**src/rtl/mac_accum_seq.sv**
```systemverilog
// mac_accum_seq: sequential multiply-accumulate unit.
// Streams (x, a) terms over a valid/ready handshake, forms the signed dot
// product of up to NUM_TERMS terms and presents it on an output handshake.
// Two-stage datapath: the product is registered, then added into the
// accumulator on the following cycle.
module mac_accum_seq #(
    parameter int WIDTH_X   = 10,
    parameter int WIDTH_A   = 4,
    parameter int NUM_TERMS = 8,
    parameter int SIGNED_A  = 1,
    parameter int CNT_W     = $clog2(NUM_TERMS) + 1,
    parameter int WIDTH_Y   = WIDTH_X + WIDTH_A + CNT_W
) (
    input  logic               clk,
    input  logic               reset,
    input  logic               in_valid,
    output logic               in_ready,
    input  logic [WIDTH_X-1:0] x,
    input  logic [WIDTH_A-1:0] a,
    input  logic               in_last,
    output logic               out_valid,
    input  logic               out_ready,
    output logic [WIDTH_Y-1:0] y,
    output logic [CNT_W-1:0]   out_count
);

    // Product width: (WIDTH_X+1) x (WIDTH_A+1) signed operands, where x is
    // never negative, so one bit less than the full product suffices.
    localparam int WIDTH_P = WIDTH_X + WIDTH_A + 1;

    typedef enum logic [1:0] {
        ST_ACCUM  = 2'd0,
        ST_FLUSH  = 2'd1,
        ST_DRAIN  = 2'd2,
        ST_OUTPUT = 2'd3
    } state_t;

    state_t                      r_state;
    state_t                      w_next_state;

    logic signed [WIDTH_X:0]     w_x_ext;
    logic signed [WIDTH_A:0]     w_a_ext;
    logic signed [WIDTH_P-1:0]   w_x_wide;
    logic signed [WIDTH_P-1:0]   w_a_wide;
    logic signed [WIDTH_P-1:0]   w_prod;
    logic signed [WIDTH_Y-1:0]   w_prod_ext;
    logic [CNT_W-1:0]            w_count_inc;
    logic                        w_accept;
    logic                        w_last;
    logic                        w_handshake;

    logic signed [WIDTH_P-1:0]   r_prod;
    logic signed [WIDTH_Y-1:0]   r_acc;
    logic [CNT_W-1:0]            r_count;
    logic                        r_in_ready;
    logic                        r_out_valid;
    logic [WIDTH_Y-1:0]          r_y;
    logic [CNT_W-1:0]            r_out_count;

    // Operand widening: x is always zero-extended, a follows SIGNED_A.
    assign w_x_ext = $signed({1'b0, x});
    assign w_a_ext = (SIGNED_A != 0) ? $signed({a[WIDTH_A-1], a}) : $signed({1'b0, a});

    // Bring both operands to the product width so the multiply is exact there.
    assign w_x_wide = {{(WIDTH_P-WIDTH_X-1){1'b0}}, w_x_ext};
    assign w_a_wide = {{(WIDTH_P-WIDTH_A-1){w_a_ext[WIDTH_A]}}, w_a_ext};
    assign w_prod   = w_x_wide * w_a_wide;

    // Sign-extend the registered product to accumulator width.
    assign w_prod_ext = {{(WIDTH_Y-WIDTH_P){r_prod[WIDTH_P-1]}}, r_prod};

    assign w_count_inc = r_count + CNT_W'(1);
    assign w_accept    = in_valid && (r_state == ST_ACCUM);
    // A term closes the sum on in_last or when it fills the last slot.
    assign w_last      = in_last || (w_count_inc == CNT_W'(NUM_TERMS));
    assign w_handshake = r_out_valid && out_ready;

    // Next-state decode for the accumulate / flush / drain / output sequence.
    always_comb begin
        w_next_state = r_state;
        case (r_state)
            ST_ACCUM: begin
                if (w_accept && w_last) begin
                    w_next_state = ST_FLUSH;
                end else begin
                    w_next_state = ST_ACCUM;
                end
            end
            ST_FLUSH:  w_next_state = ST_DRAIN;
            ST_DRAIN:  w_next_state = ST_OUTPUT;
            ST_OUTPUT: begin
                if (w_handshake) begin
                    w_next_state = ST_ACCUM;
                end else begin
                    w_next_state = ST_OUTPUT;
                end
            end
            default:   w_next_state = ST_ACCUM;
        endcase
    end

    // State register.
    always_ff @(posedge clk or negedge reset) begin
        if (!reset) begin
            r_state <= ST_ACCUM;
        end else begin
            r_state <= w_next_state;
        end
    end

    // Datapath: load the product stage, fold the previous product into the sum.
    always_ff @(posedge clk or negedge reset) begin
        if (!reset) begin
            r_prod  <= '0;
            r_acc   <= '0;
            r_count <= '0;
        end else if (r_state == ST_OUTPUT) begin
            // Sum is frozen while presented; cleared once it is taken.
            r_prod <= '0;
            if (w_handshake) begin
                r_acc   <= '0;
                r_count <= '0;
            end else begin
                r_acc   <= r_acc;
                r_count <= r_count;
            end
        end else begin
            // Idle cycles load zero so a gap adds nothing on the next cycle.
            r_acc <= r_acc + w_prod_ext;
            if (w_accept) begin
                r_prod  <= w_prod;
                r_count <= w_count_inc;
            end else begin
                r_prod  <= '0;
                r_count <= r_count;
            end
        end
    end

    // Input ready: high exactly while the unit will be accumulating.
    always_ff @(posedge clk or negedge reset) begin
        if (!reset) begin
            r_in_ready <= 1'b1;
        end else begin
            r_in_ready <= (w_next_state == ST_ACCUM);
        end
    end

    // Result register: capture the settled sum in the first OUTPUT cycle,
    // hold it under backpressure, drop valid after the handshake.
    always_ff @(posedge clk or negedge reset) begin
        if (!reset) begin
            r_out_valid <= 1'b0;
            r_y         <= '0;
            r_out_count <= '0;
        end else if ((r_state == ST_OUTPUT) && !r_out_valid) begin
            r_out_valid <= 1'b1;
            r_y         <= r_acc;
            r_out_count <= r_count;
        end else if (w_handshake) begin
            r_out_valid <= 1'b0;
        end else begin
            r_out_valid <= r_out_valid;
        end
    end

    assign in_ready  = r_in_ready;
    assign out_valid = r_out_valid;
    assign y         = r_y;
    assign out_count = r_out_count;

endmodule

```
**config.mk**
```make
export PLATFORM = sky130hd
export DESIGN_NAME = mac_accum_seq
export DESIGN_NICKNAME = d
export VERILOG_FILES = /design/src/rtl/mac_accum_seq.sv
export SDC_FILE = /design/constraint.sdc
export NUM_CORES = 1
export LEC_CHECK = 0
export ABC_AREA = 1
export BUFFER_PORTS_ARGS = -buffer_cell sky130_fd_sc_hd__buf_2
export CAP_MARGIN = 0
export CORE_AREA = 5 5 115 95
export CTS_CLUSTER_DIAMETER = 80
export DETAILED_ROUTE_END_ITERATION = 7
export DIE_AREA = 0 0 120 100
export GPL_ROUTABILITY_DRIVEN = 1
export GPL_TIMING_DRIVEN = 0
export PLACE_DENSITY = 0.68
export SYNTH_ARGS = -nofsm -noshare
export SYNTH_HDL_FRONTEND = slang
export SYNTH_SLANG_ARGS = --single-unit
```
**constraint.sdc**
```tcl
create_clock -name clk -period 2.43 [get_ports clk]
set_clock_uncertainty 0.2 [all_clocks]
set_input_delay 0.3645 -clock clk [delete_from_list [all_inputs] [get_ports clk]]
set_output_delay 0.3645 -clock clk [all_outputs]
set_load 0.01 [all_outputs]
```
# Yosys cells after proc, flatten, opt, wreduce, memory -nomap -nowiden
# Cells that the tools add are included.
# op_classes
add_sub_neg	2
mul	1
eq_ne	5
n_mux	12
reduce_logical	11
# ops
op	count
two-way mux 18 bit	2
two-way mux 15 bit	2
adder 18 x 15 -> 18 bit	1
multiplier 11 x 4 -> 15 bit	1
two-way mux 4 bit	3
case mux 2 bit (4 select lines)	1
adder 4 x 1 -> 4 bit, second input constant	1
equality test 2 bit, second input constant	2
equality test 4 bit, second input constant	1
logical AND 1 bit	4
zero test 2 bit	2
nonzero test 2 bit	2
two-way mux 1 bit	3
equality test 2 x 1 -> 1 bit, second input constant	1
two-way mux 2 bit	1
!= test 2 bit, second input constant	1
AND reduction 2 bit	1
zero test 1 bit	1
logical OR 1 bit	1
# totals
ff_bits	63
input_bits	19
output_inout_bits	24
elab_cells	39

# Longest topological paths before layout
# depth
ltp_word	7
depth_mapped	16

# Least setup slack after synthesis
# OpenSTA, ideal clock, no wires.
# synth_path
path_kind	input to register
startpoint	in a[2]
endpoint	reg r_prod[11]
setup_ns	0.119
arrival_ns	3.295
path_slack_ns	-1.184
path_stages	14
path_buffers	1
path_cell_list	clkbuf_1 > nand2_1 > fa_1 > fa_1 > fa_1 > inv_1 > ha_1 > fa_1 > nand3_1 > nand2_1 > nand2_1 > nand3_1 > nand2_1 > nor2_1
# synth_between
elab_chain_len	3
# synth_lines
item	line_no	rtl
start: declaration	19	input logic [WIDTH_A-1:0] a,
multiplier 11 x 4 -> 15 bit	67	assign w_prod = w_x_wide * w_a_wide;
two-way mux 15 bit	130	if (w_accept) begin
two-way mux 15 bit	117	end else if (r_state == ST_OUTPUT) begin
end signal: assignment	131	r_prod <= w_prod;
end: declaration	52	logic signed [WIDTH_P-1:0] r_prod;
# Every way passes these cells.
# A chain may end at the register's enable or synchronous reset.

# Worst setup path after layout
# layout_path
startpoint	in a[3]
endpoint	reg r_prod[11]
# The elaborated chain is that of the path after synthesis.

==> flow_metrics.env <==
export IMPL_synthToLayoutAreaGrowth_pct=22.5
export IMPL_synthesis_nets=677
export IMPL_dp_final_hpwl_um=8440
export IMPL_synth_seq_cells=63
export IMPL_hold_worst_slack_ns=0.164
export IMPL_netlist_instances=593
export IMPL_number_of_levels_the_h_tree_was_split_into=3
export IMPL_worst_ep_required_time_ns=2.45
export IMPL_crit_buf_inv=3
export IMPL_drt_iter0_markers=272
export IMPL_first_pass_iters=6
export IMPL_grt_start_max_net_pins=64
export IMPL_maxSlewHeadroom_pct=47.5
export IMPL_path_delay_family="adder cells"
export IMPL_design_final_nets=735
export IMPL_drcViolationCount=0
export IMPL_cts_tree="built"
export IMPL_floorplan_io_pins=43
export IMPL_dieArea_mm2=0.0120
export IMPL_post_synth_cell_area_avg_um2=7.90
export IMPL_failed_checks="negative setup slack"
export IMPL_synth_seq_area_share_pct=33.7
export IMPL_ant_nets=0
export IMPL_timing_setup_critical_path_class="in -> reg"
export IMPL_clk_pin_slew_worst_paths_ns=0.05
export IMPL_crit_chain="buf_8, inv_4, or2_4, fa_1, fa_1, fa_1, inv_2, ha_4, fa_2, nand3_2, nand2_2, nand2_2, nand3_2, nand2_1, nor2_1"
export IMPL_max_freq_mhz=313
export IMPL_post_drt_via_cell_ratio=5.21
export IMPL_die_width_um=120
export IMPL_postLayoutSetupSlackWorst_ns=-0.766
export IMPL_timing_reg2reg_worst_path_depth=10
export IMPL_timing_critical_path_arrival_ns=3.22
export IMPL_clock_root_buffer="clkbuf_16"
export IMPL_layout_worst_path_cycle_share_pct=132
export IMPL_regToRegStartpoint="r_prod[0]"
export IMPL_maxCapViolations=0
export IMPL_crit_path_start_kind="input pin"
export IMPL_peakVddDrop_v=0.000564
export IMPL_grt_antenna_before_repair=0
export IMPL_reg2reg_setup_slack_ns=0.28
export IMPL_via_count_of_the_first_global_routing_pass=3927
export IMPL_worst_slew_pin_transition_ns=0.787
export IMPL_hold_end="in_ready"
export IMPL_slowest_delay_ns=0.51
export IMPL_syn_area_mm2=0.00469
export IMPL_run_status="complete, but fails checks"
export IMPL_power_mw=4.93
export IMPL_cts_inserted_buffers=9
export IMPL_gr_usage_all_layers_pct=19.4
export IMPL_leakage_nw=3.09
export IMPL_rsz_0062_raised_after_global_routing="yes"
export IMPL_place_gp_congestion=0.916
export IMPL_place_area_mm2=0.00527
export IMPL_final_setup_viol_count=12
export IMPL_core_area_mm2=0.00957
export IMPL_r2r_end="r_acc[14]"
export IMPL_hold_violations=0
export IMPL_wl_per_cell_um=14.2
export IMPL_worstHoldPathType="in -> reg"
export IMPL_worst_hold_startpoint="in_last"
export IMPL_detailed_route_wire_length_um=11000
export IMPL_crit_path_max_fanout=4
export IMPL_insertion_delay_ns=0.33
export IMPL_chipHeight_um=100
export IMPL_finalWorstPathRequiredPeriod_ns=3.20
export IMPL_synthAdderAreaFrac_pct=20.2
export IMPL_worstHoldPathCells=4
export IMPL_synth_simple_area_share_pct=24.6
export IMPL_gr_total_overflow=0
export IMPL_critical_path_slowest_cell="fa_1"
export IMPL_yosys_warnings=0
export IMPL_muxShareOfSynthArea_pct=1.68
export IMPL_postLayoutCellArea_mm2=0.00574
export IMPL_io_port_bufs=39
export IMPL_clockBufferDepth=2
export IMPL_grt_first_pass_wirelength_um=18800
export IMPL_cellPowerDensity_mw_per_mm2=858
export IMPL_synth_lib_cells_used_distinct=34
export IMPL_synth_compound_area_share_pct=9.93
export IMPL_crit_path_frequent_cell="fa_1"
export IMPL_start_util_pct=49.0
export IMPL_synth_xor_area_share_pct=1.12
export IMPL_final_layout_size_suffix_gt1_share_pct=23.6
export IMPL_largest_family_of_logic_cells_by_synthesized_area="simple AND/OR/NAND/NOR gates"
export IMPL_clock_sinks=63
export IMPL_num_rows=32
export IMPL_detailroute_via_count=4040
export IMPL_worstSetupEndpointType="register"
export IMPL_insertedDiodeCount=0
export IMPL_maxSlewViolCount=0
## placed cells by master (no fill, tap or decap), types with 6 or more instances in the layout
cell	count
nand2_1	149
inv_1	78
dfrtp_1	62
nor2_1	47
buf_2	39
ha_1	31
o21ai_0	26
a21oi_1	22
nand3_1	21
o21ai_1	18
fa_1	17
ha_4	16
nand2_2	15
clkbuf_16	10
nand3_2	9
inv_2	8
nor2_2	8
a21oi_2	8
mux2_2	7
buf_4	7
nand3b_1	6
## how the worst max path moves through the flow
| stage | endpoint | start | slack [ns] | cells after the start |
|---|---|---|---|---|
| global route | r_prod[11] | a[3] | -0.85 | 15 |
| CTS | r_prod[11] | x[0] | -0.76 | 14 |
| detailed placement | r_prod[11] | a[3] | -1.19 | 15 |
| floorplan | r_prod[11] | x[0] | -0.87 | 13 |
| finish | r_prod[11] | a[3] | -0.77 | 15 |
| global placement | r_prod[11] | a[3] | -1.15 | 15 |
## what timing repair did
| item | in CTS | in global routing |
|---|---|---|
| buffers inserted | 4 | 3 |
| pin swaps | 12 | 6 |
| hold buffers | 0 | 1 |
| hold endpoints to repair | 0 | 3 |
| gates resized for setup | 25 | 7 |
| endpoints found under the setup margin | 12 | 12 |
| cloned | 0 | 0 |
## worst min-delay path: stages
cell     delay, ns
buf_2         0.08
nand2_1       0.05
o21ai_1       0.13
nor2_1        0.06
## report_power, final
group	switching (mW)	internal (mW)	leakage [nW]
Clock	0.434	0.744	0.134
Sequential	0.185	1.34	0.856
Combinational	1.33	0.895	2.09
## synth_stat cells (all sizes together)
cell type	count	area [um2]
dfrtp	62	1550
a21oi	31	174
nand4	2	12.5
or2	2	12.5
dfstp	1	26.3
clkbuf	4	15.0
nand2	165	652
inv	88	333
a21boi	1	11.3
nand3b	6	45.0
nand3	30	165
mux2	7	78.8
a31oi	1	6.26
xnor2	3	26.3
fa	18	360
a21o	1	7.51
o22ai	5	31.3
buf	7	60.1
xor2	3	26.3
nor2	57	231
o21ai	47	235
ha	47	588
nor3	5	36.3
## registers in the layout, indices dropped and copies added (netlist names)
name,count
r_prod,15
y,18
r_count,4
r_acc,18
out_count,4
in_ready,1
out_valid,1
r_state,2
## layout make-up
class                      instances  area (um2)
fill                             855        3830
multi-input combinational        431        3000
sequential                        63        1580
inverter                          88         335
timing repair buffer              47         284
clock buffer                      15         268
tap                              119         149
buffer                            11         116
clock inverter                     1        5.00
## per-layer routing
metal  track usage (%)  part of all wire (%)  vias to the layer above
met4              3.79                  0.97                        0
li1                  -                     -                     2017
met1              28.6                    51                     1912
met5                 0                     0                        -
met2              29.3                    43                      100
met3              4.68                   5.4                       11
## through the flow
step / util, % / setup TNS (ns) / cells / setup WS (ns)
floorplan: - / -7.72 / 593 / -0.870
global placement: 55.0 / -11.29 / 751 / -1.15
detailed placement: 55.0 / -11.74 / 751 / -1.19
CTS: 59.4 / -6.87 / 771 / -0.760
global route: 60.0 / -8.22 / 775 / -0.851
finish: 60.0 / -7.01 / 775 / -0.766
## kinds of logic after synthesis
family,Yosys count
AOI/OAI and AO/OA,86
and+or+nand+nor,267
adders and majority gates,65
xor gates and xnor gates,6
buffers and inverters,99
muxes,7
DFF,63
No activity file was read; power rests on OpenSTA's default activity.
